[config.mk]
export PLATFORM = sky130hd
export DESIGN_NAME = dbus_arbiter
export DESIGN_NICKNAME = d
export VERILOG_FILES = /design/src/rtl/dbus_arbiter.sv
export SDC_FILE = /design/constraint.sdc
export NUM_CORES = 1
export LEC_CHECK = 0
export BUFFER_PORTS_ARGS = -buffer_cell sky130_fd_sc_hd__buf_4
export CORE_AREA = 2 2 97 99
export CTS_BUF_LIST = sky130_fd_sc_hd__clkbuf_16
export DETAILED_ROUTE_END_ITERATION = 10
export DIE_AREA = 0 0 99 101
export HOLD_SLACK_MARGIN = 0.05
export SYNTH_ARGS = -nofsm -noshare
export SYNTH_HDL_FRONTEND = slang
export SYNTH_SLANG_ARGS = --single-unit
export TNS_END_PERCENT = 5
[constraint.sdc]
create_clock -name clk -period 4.9 [get_ports clk]
set_input_delay 0.49 -clock clk [delete_from_list [all_inputs] [get_ports clk]]
set_output_delay 0.49 -clock clk [all_outputs]
set_load 0.1 [all_outputs]
[src/rtl/dbus_arbiter.sv]
// dbus_arbiter: shares one DBus between the store drain (S) and the load path (L).
// In-order responses are routed through an ID FIFO. Define DBUS_ARB_PERF_EN to add perf counters.
module dbus_arbiter #(
  parameter int OUTSTANDING     = 2,
  parameter int STORE_BURST_MAX = 4
) (
  input  logic        clk,
  input  logic        resetn,
  input  logic        flush,
  input  logic        s_req,
  input  logic [3:0]  s_wstrb,
  input  logic [2:0]  s_size,
  input  logic [31:0] s_addr,
  input  logic [31:0] s_wdata,
  output logic        s_addr_ok,
  output logic        s_data_ok,
  input  logic        l_req,
  input  logic [2:0]  l_size,
  input  logic [31:0] l_addr,
  output logic        l_addr_ok,
  output logic        l_data_ok,
  output logic [31:0] l_rdata,
  output logic        m_req,
  output logic        m_wr,
  output logic [3:0]  m_wstrb,
  output logic [2:0]  m_size,
  output logic [31:0] m_addr,
  output logic [31:0] m_wdata,
  input  logic        m_addr_ok,
  input  logic        m_data_ok,
  input  logic [31:0] m_rdata
`ifdef DBUS_ARB_PERF_EN
  ,
  output logic [31:0] perf_store_cnt,
  output logic [31:0] perf_load_cnt,
  output logic [31:0] perf_cancel_cnt
`endif
);
  localparam int PW = (OUTSTANDING > 1) ? $clog2(OUTSTANDING) : 1;
  localparam int BW = $clog2(STORE_BURST_MAX + 1);
  localparam logic [BW-1:0] BURST_MAX = BW'(STORE_BURST_MAX);

  typedef enum logic [1:0] {IDLE, HOLD_S, HOLD_L} state_t;
  typedef enum logic [1:0] {G_NONE, G_S, G_L} grant_t;
  typedef struct packed {
    logic        wr;
    logic [3:0]  wstrb;
    logic [2:0]  size;
    logic [31:0] addr;
    logic [31:0] wdata;
  } req_t;

  state_t state, state_nxt;
  grant_t grant;
  req_t   mux;

  logic [PW-1:0]          wr_idx, rd_idx;
  logic                   wr_wrap, rd_wrap;
  logic [OUTSTANDING-1:0] ent_l, ent_cancel;
  logic [BW-1:0]          burst;
  logic fifo_full, fifo_empty, push, pop, head_l, head_cancel;

  function automatic logic [PW:0] bump(input logic [PW-1:0] idx, input logic wrap);
    if (idx == PW'(OUTSTANDING - 1)) return {~wrap, PW'(0)};
    return {wrap, idx + PW'(1)};
  endfunction

  assign fifo_empty  = (wr_idx == rd_idx) && (wr_wrap == rd_wrap);
  assign fifo_full   = (wr_idx == rd_idx) && (wr_wrap != rd_wrap);
  assign head_l      = ent_l[rd_idx];
  assign head_cancel = ent_cancel[rd_idx];

  always_ff @(posedge clk or negedge resetn)
    if (!resetn) state <= IDLE;
    else         state <= state_nxt;

  // grant is gated by resetn so every request output reads 0 while reset is held
  always_comb begin
    grant = G_NONE;
    if (resetn) begin
      case (state)
        IDLE: if (!fifo_full) begin
          if (s_req && !(l_req && burst == BURST_MAX)) grant = G_S;
          else if (l_req && !flush)                    grant = G_L;
        end
        HOLD_S:  grant = G_S;
        HOLD_L:  grant = flush ? G_NONE : G_L;
        default: grant = G_NONE;
      endcase
    end
  end

  always_comb begin
    state_nxt = state;
    case (state)
      IDLE: begin
        if (grant == G_S && !m_addr_ok) state_nxt = HOLD_S;
        if (grant == G_L && !m_addr_ok) state_nxt = HOLD_L;
      end
      HOLD_S:  if (m_addr_ok) state_nxt = IDLE;
      HOLD_L:  if (m_addr_ok || flush) state_nxt = IDLE;
      default: state_nxt = IDLE;
    endcase
  end

  always_comb begin
    mux = '0;
    case (grant)
      G_S:     mux = '{wr: 1'b1, wstrb: s_wstrb, size: s_size, addr: s_addr, wdata: s_wdata};
      G_L:     mux = '{wr: 1'b0, wstrb: 4'b0, size: l_size, addr: l_addr, wdata: 32'b0};
      default: mux = '0;
    endcase
  end

  assign m_req     = (grant != G_NONE);
  assign m_wr      = mux.wr;
  assign m_wstrb   = mux.wstrb;
  assign m_size    = mux.size;
  assign m_addr    = mux.addr;
  assign m_wdata   = mux.wdata;
  assign s_addr_ok = m_addr_ok && grant == G_S;
  assign l_addr_ok = m_addr_ok && grant == G_L;

  assign push      = m_req && m_addr_ok;
  assign pop       = m_data_ok && !fifo_empty;
  assign s_data_ok = pop && !head_l;
  assign l_data_ok = pop && head_l && !head_cancel;
  assign l_rdata   = m_rdata;

  always_ff @(posedge clk or negedge resetn)
    if (!resetn) begin
      wr_idx     <= '0;
      wr_wrap    <= 1'b0;
      rd_idx     <= '0;
      rd_wrap    <= 1'b0;
      ent_l      <= '0;
      ent_cancel <= '0;
      burst      <= '0;
    end else begin
      if (push) {wr_wrap, wr_idx} <= bump(wr_idx, wr_wrap);
      if (pop)  {rd_wrap, rd_idx} <= bump(rd_idx, rd_wrap);
      // stale slots may get marked too; a push rewrites its slot's cancel bit
      for (int i = 0; i < OUTSTANDING; i++)
        if (flush && ent_l[i]) ent_cancel[i] <= 1'b1;
      if (push) begin
        ent_l[wr_idx]      <= (grant == G_L);
        ent_cancel[wr_idx] <= (grant == G_L) && flush;
      end
      if (!l_req)                                     burst <= '0;
      else if (push && grant == G_L)                  burst <= '0;
      else if (push && grant == G_S && burst != BURST_MAX) burst <= burst + BW'(1);
    end

`ifdef DBUS_ARB_PERF_EN
  always_ff @(posedge clk or negedge resetn)
    if (!resetn) begin
      perf_store_cnt  <= '0;
      perf_load_cnt   <= '0;
      perf_cancel_cnt <= '0;
    end else begin
      if (push && grant == G_S)          perf_store_cnt  <= perf_store_cnt + 32'd1;
      if (push && grant == G_L)          perf_load_cnt   <= perf_load_cnt + 32'd1;
      if (pop && head_l && head_cancel)  perf_cancel_cnt <= perf_cancel_cnt + 32'd1;
    end
`endif

endmodule

==> flow_summary_export.csv <==
group,metric,value,unit
clock_network,cts_tree,"yes",
pwr,leakage,0.00155,uW
final_layout,area_delta_synth_final,71.2,%
timing,final_hold_viol_count,0,
grt,grt_pass1_wl,10.6,mm
floorplan,num_rows,35,
logic_synthesis,synth_nets,391,
final_layout,antenna_cells,0,
routing,post-route-drc-count,0,
logic_synthesis,yosys_register_bits,13,
critical_path,cp-end-kind,"output pin",
grt,grt_pass1_vias,2047,
timing,clock-skew-final,3.46,ps
routing,postRouteAntennaNets,0,
clock_network,postCtsSetupBuffers,0,
timing,fin_ws,1360,ps
clock_network,cts_made_buffers,3,
clock_network,max-clock-path-buffers,2,
routing,wire_per_inst,14.2,um
clock_network,cts-root-buf,"clkbuf_16",
routing,drt_iter0_drc,54,
logic_synthesis,synth_top_cell_area_share,17.5,%
grt,grt_overflow,0,
clock_network,htreeDepth,1,
critical_path,r2r-start,"rd_idx",
logic_synthesis,synth_warnings,0,
final_layout,final_area,3190,sq um
routing,detail_route.vias_per_cell,4.34,
timing,slew_headroom,36.6,%
timing,setup_viol,0,
run_status,outcome,"finished clean",
clock_network,clk_pin_slew,50,ps
placed_design,place_congestion,0.736,
final_layout,layout-drive-gt1-share,51.6,%
pwr,p_switching,1270,uW
timing,worstMarginPinSlew,951,ps
pwr,pwr-share-clk,8.0,%
pwr,intPower,653,uW
logic_synthesis,syn-cell-area,1860,sq um
logic_synthesis,synth_area_leaders,"dfrtp_1 (17%), a22oi_1 (14%), and2_1 (13%), buf_4 (13%), nor2b_1 (12%)",
timing,drv_slew,0,
critical_path,critPathKind,"flop to output pin",
pwr,comb_power_share,82.3,%
logic_synthesis,yosysSeqAreaShare,17.5,%
placed_design,place_hpwl,5.87,mm
critical_path,crit_fanout,20,
floorplan,initial_utilization,20.7,%
floorplan,io_pins,254,
final_layout,nNetsFinal,538,
pwr,power,1920,uW
clock_network,clkSinkCount,13,
logic_synthesis,synthCells,240,
grt,grt_max_degree,61,
timing,rsz0062_at_grt,"no",
placed_design,place.port_buffers,189,
critical_path,reg2reg_setup_slack,1870,ps
critical_path,worstPathRequired,4410,ps
timing,setup_tns,0,ps
routing,vias,2158,
worst_hold_path,hold_path.class,"input port to async pin",
clock_network,postCtsResizedCells,0,
critical_path,worstRegToRegCells,8,
pwr,max-vdd-ir-drop,0.000502,V
floorplan,core-area,8980,sq um
placed_design,place_ws,1440,ps
logic_synthesis,synth_cell_types,37,
critical_path,cp-start-kind,"flop",
timing,fmax,0.282,GHz
pwr,p_per_area,603,nW/um^2
logic_synthesis,synth_top_area_cell,"dfrtp_1",
routing,firstDrtPassIters,4,
critical_path,reg2reg_to,"burst[2]",
logic_synthesis,avgSynthCellArea,7.75,sq um
grt,track_usage,13.1,%
timing,layout_min_cycle_time,3540,ps
clock_network,clock_latency,240,ps
grt,antenna_found_initial,0,
floorplan,die-area,10000,sq um
run,max-cap-violations,0,
floorplan,die_x,99,um
pwr,swShare,66.0,%
critical_path,worstPathArrival,3050,ps
floorplan,die_h,101,um
clock_network,hold_buffers,0,
pwr,seq_power_share,9.7,%
timing,fin_crit_sh,72.3,%
placed_design,placed_area,3110,sq um
routing,wl,7.08,mm
==> sequential cells by signal, indices dropped and copies added, names as in the netlist <==
register / flops
wr_wrap: 1
wr_idx: 1
rd_wrap: 1
ent_l: 2
burst: 3
state: 2
ent_cancel: 2
rd_idx: 1
==> power groups by stage <==
| stage | combinational, uW | sequential, uW | clock [uW] |
|---|---|---|---|
| 6_report | 1580 | 187 | 153 |
| 5_1_grt | 1650 | 195 | 159 |
| 4_1_cts | 1590 | 188 | 156 |
| 3_5_place_dp | 1590 | 188 | 0 |
| 3_3_place_gp | 1580 | 186 | 0 |
| 2_1_floorplan | 1420 | 164 | 0 |
==> worst max-delay path, stage by stage, from the launching register on <==
cell	delay [ps]
dfrtp_1	400
inv_1	70
ha_1	170
and2_1	180
nand2_1	90
a32oi_1	280
ha_1	660
buf_4	350
a22oi_1	90
nor2b_1	180
buf_4	320
==> worst max-delay path by stage <==
stage	from	endpoint	slack [ps]	cells past startpoint
floorplan	rd_idx	m_addr[0]	1310	9
global placement	resetn	m_addr[13]	1450	9
detailed placement	resetn	m_addr[13]	1440	9
CTS	burst[0]	m_addr[13]	1280	10
global route	burst[0]	m_addr[14]	1040	10
finish	burst[0]	m_addr[13]	1360	10
==> cell families (layout without fill, tap and decap cells) <==
kind of cell             count (synthesis)  count (layout)  share of synthesized area [%]
buffers and inverters                   56             202                           19.1
XOR/XNOR                                 5               5                           2.76
AO/OA/AOI/OAI                           56              56                           21.8
AND/OR/NAND/NOR                         99              99                           32.0
multiplexers                             5               5                           2.82
adder cells (fa/ha/maj)                  6               6                           4.03
flip-flops                              13              13                           17.5
==> synth_stat cells <==
| cell | number |
|---|---|
| a21oi_1 | 8 |
| a221oi_2 | 1 |
| a22oi_1 | 35 |
| a31oi_1 | 1 |
| a32o_1 | 1 |
| a32oi_1 | 1 |
| and2_1 | 40 |
| and2b_1 | 1 |
| buf_2 | 5 |
| buf_4 | 33 |
| buf_6 | 2 |
| clkbuf_1 | 9 |
| dfrtp_1 | 13 |
| ha_1 | 6 |
| inv_1 | 7 |
| mux2_1 | 1 |
| mux2_2 | 1 |
| mux2i_1 | 3 |
| nand2_1 | 7 |
| nand2b_1 | 2 |
| nand3b_1 | 1 |
| nand3b_2 | 1 |
| nand4_1 | 1 |
| nor2_1 | 5 |
| nor2b_1 | 36 |
| nor3_1 | 2 |
| nor3b_1 | 1 |
| o211a_1 | 1 |
| o211ai_1 | 2 |
| o21ai_0 | 3 |
| o21ai_1 | 1 |
| o31ai_1 | 1 |
| o32a_1 | 1 |
| or3_1 | 2 |
| xnor2_1 | 3 |
| xor2_1 | 1 |
| xor2_2 | 1 |
==> area by class of cell <==
cell class	instances	area, sq um
fill	943	5790
timing repair buffer	191	1430
multi-input combinational	171	1180
sequential	13	325
tap	111	139
clock buffer	3	75.1
inverter	7	26.3
clock inverter	1	3.75
==> cell usage in the layout, fill, tap and decap left out <==
master       n
and2_1      40
ha_2         1
o21ai_1      1
buf_4      191
and2b_1      1
nand3b_2     1
mux2_2       1
nor3_1       2
o211a_1      1
nor2b_1     36
xnor2_1      3
nand2_1      7
mux2i_1      3
ha_1         5
o32a_1       1
nor3b_1      1
o211ai_1     2
or3_1        2
o31ai_1      1
a21oi_1      8
nand3b_1     1
xor2_1       1
dfrtp_1     13
a32o_1       1
a32oi_1      1
a22oi_1     35
nor2_1       5
mux2_1       1
nand4_1      1
nand2b_1     2
inv_1        8
xor2_2       1
o21ai_0      3
clkbuf_16    3
a221oi_2     1
a31oi_1      1
==> through the flow <==
stage / hold slack [ps] / util [%] / cells
global route: 108 / 35.5 / 497
detailed placement: 353 / 34.6 / 493
CTS: 95.9 / 35.5 / 497
finish: 90.0 / 35.5 / 497
floorplan: 194 / - / 240
global placement: 353 / 34.6 / 493
==> per-layer routing <==
layer | up-vias | wire length (um) | global-route usage [%]
met3 | 13 | 537 | 3.47
met1 | 988 | 2730 | 15.7
met2 | 79 | 3670 | 22.7
met5 | - | 0 | 0
li1 | 1078 | - | -
met4 | 0 | 146 | 4.43
Power figures use the tool's default switching activity.
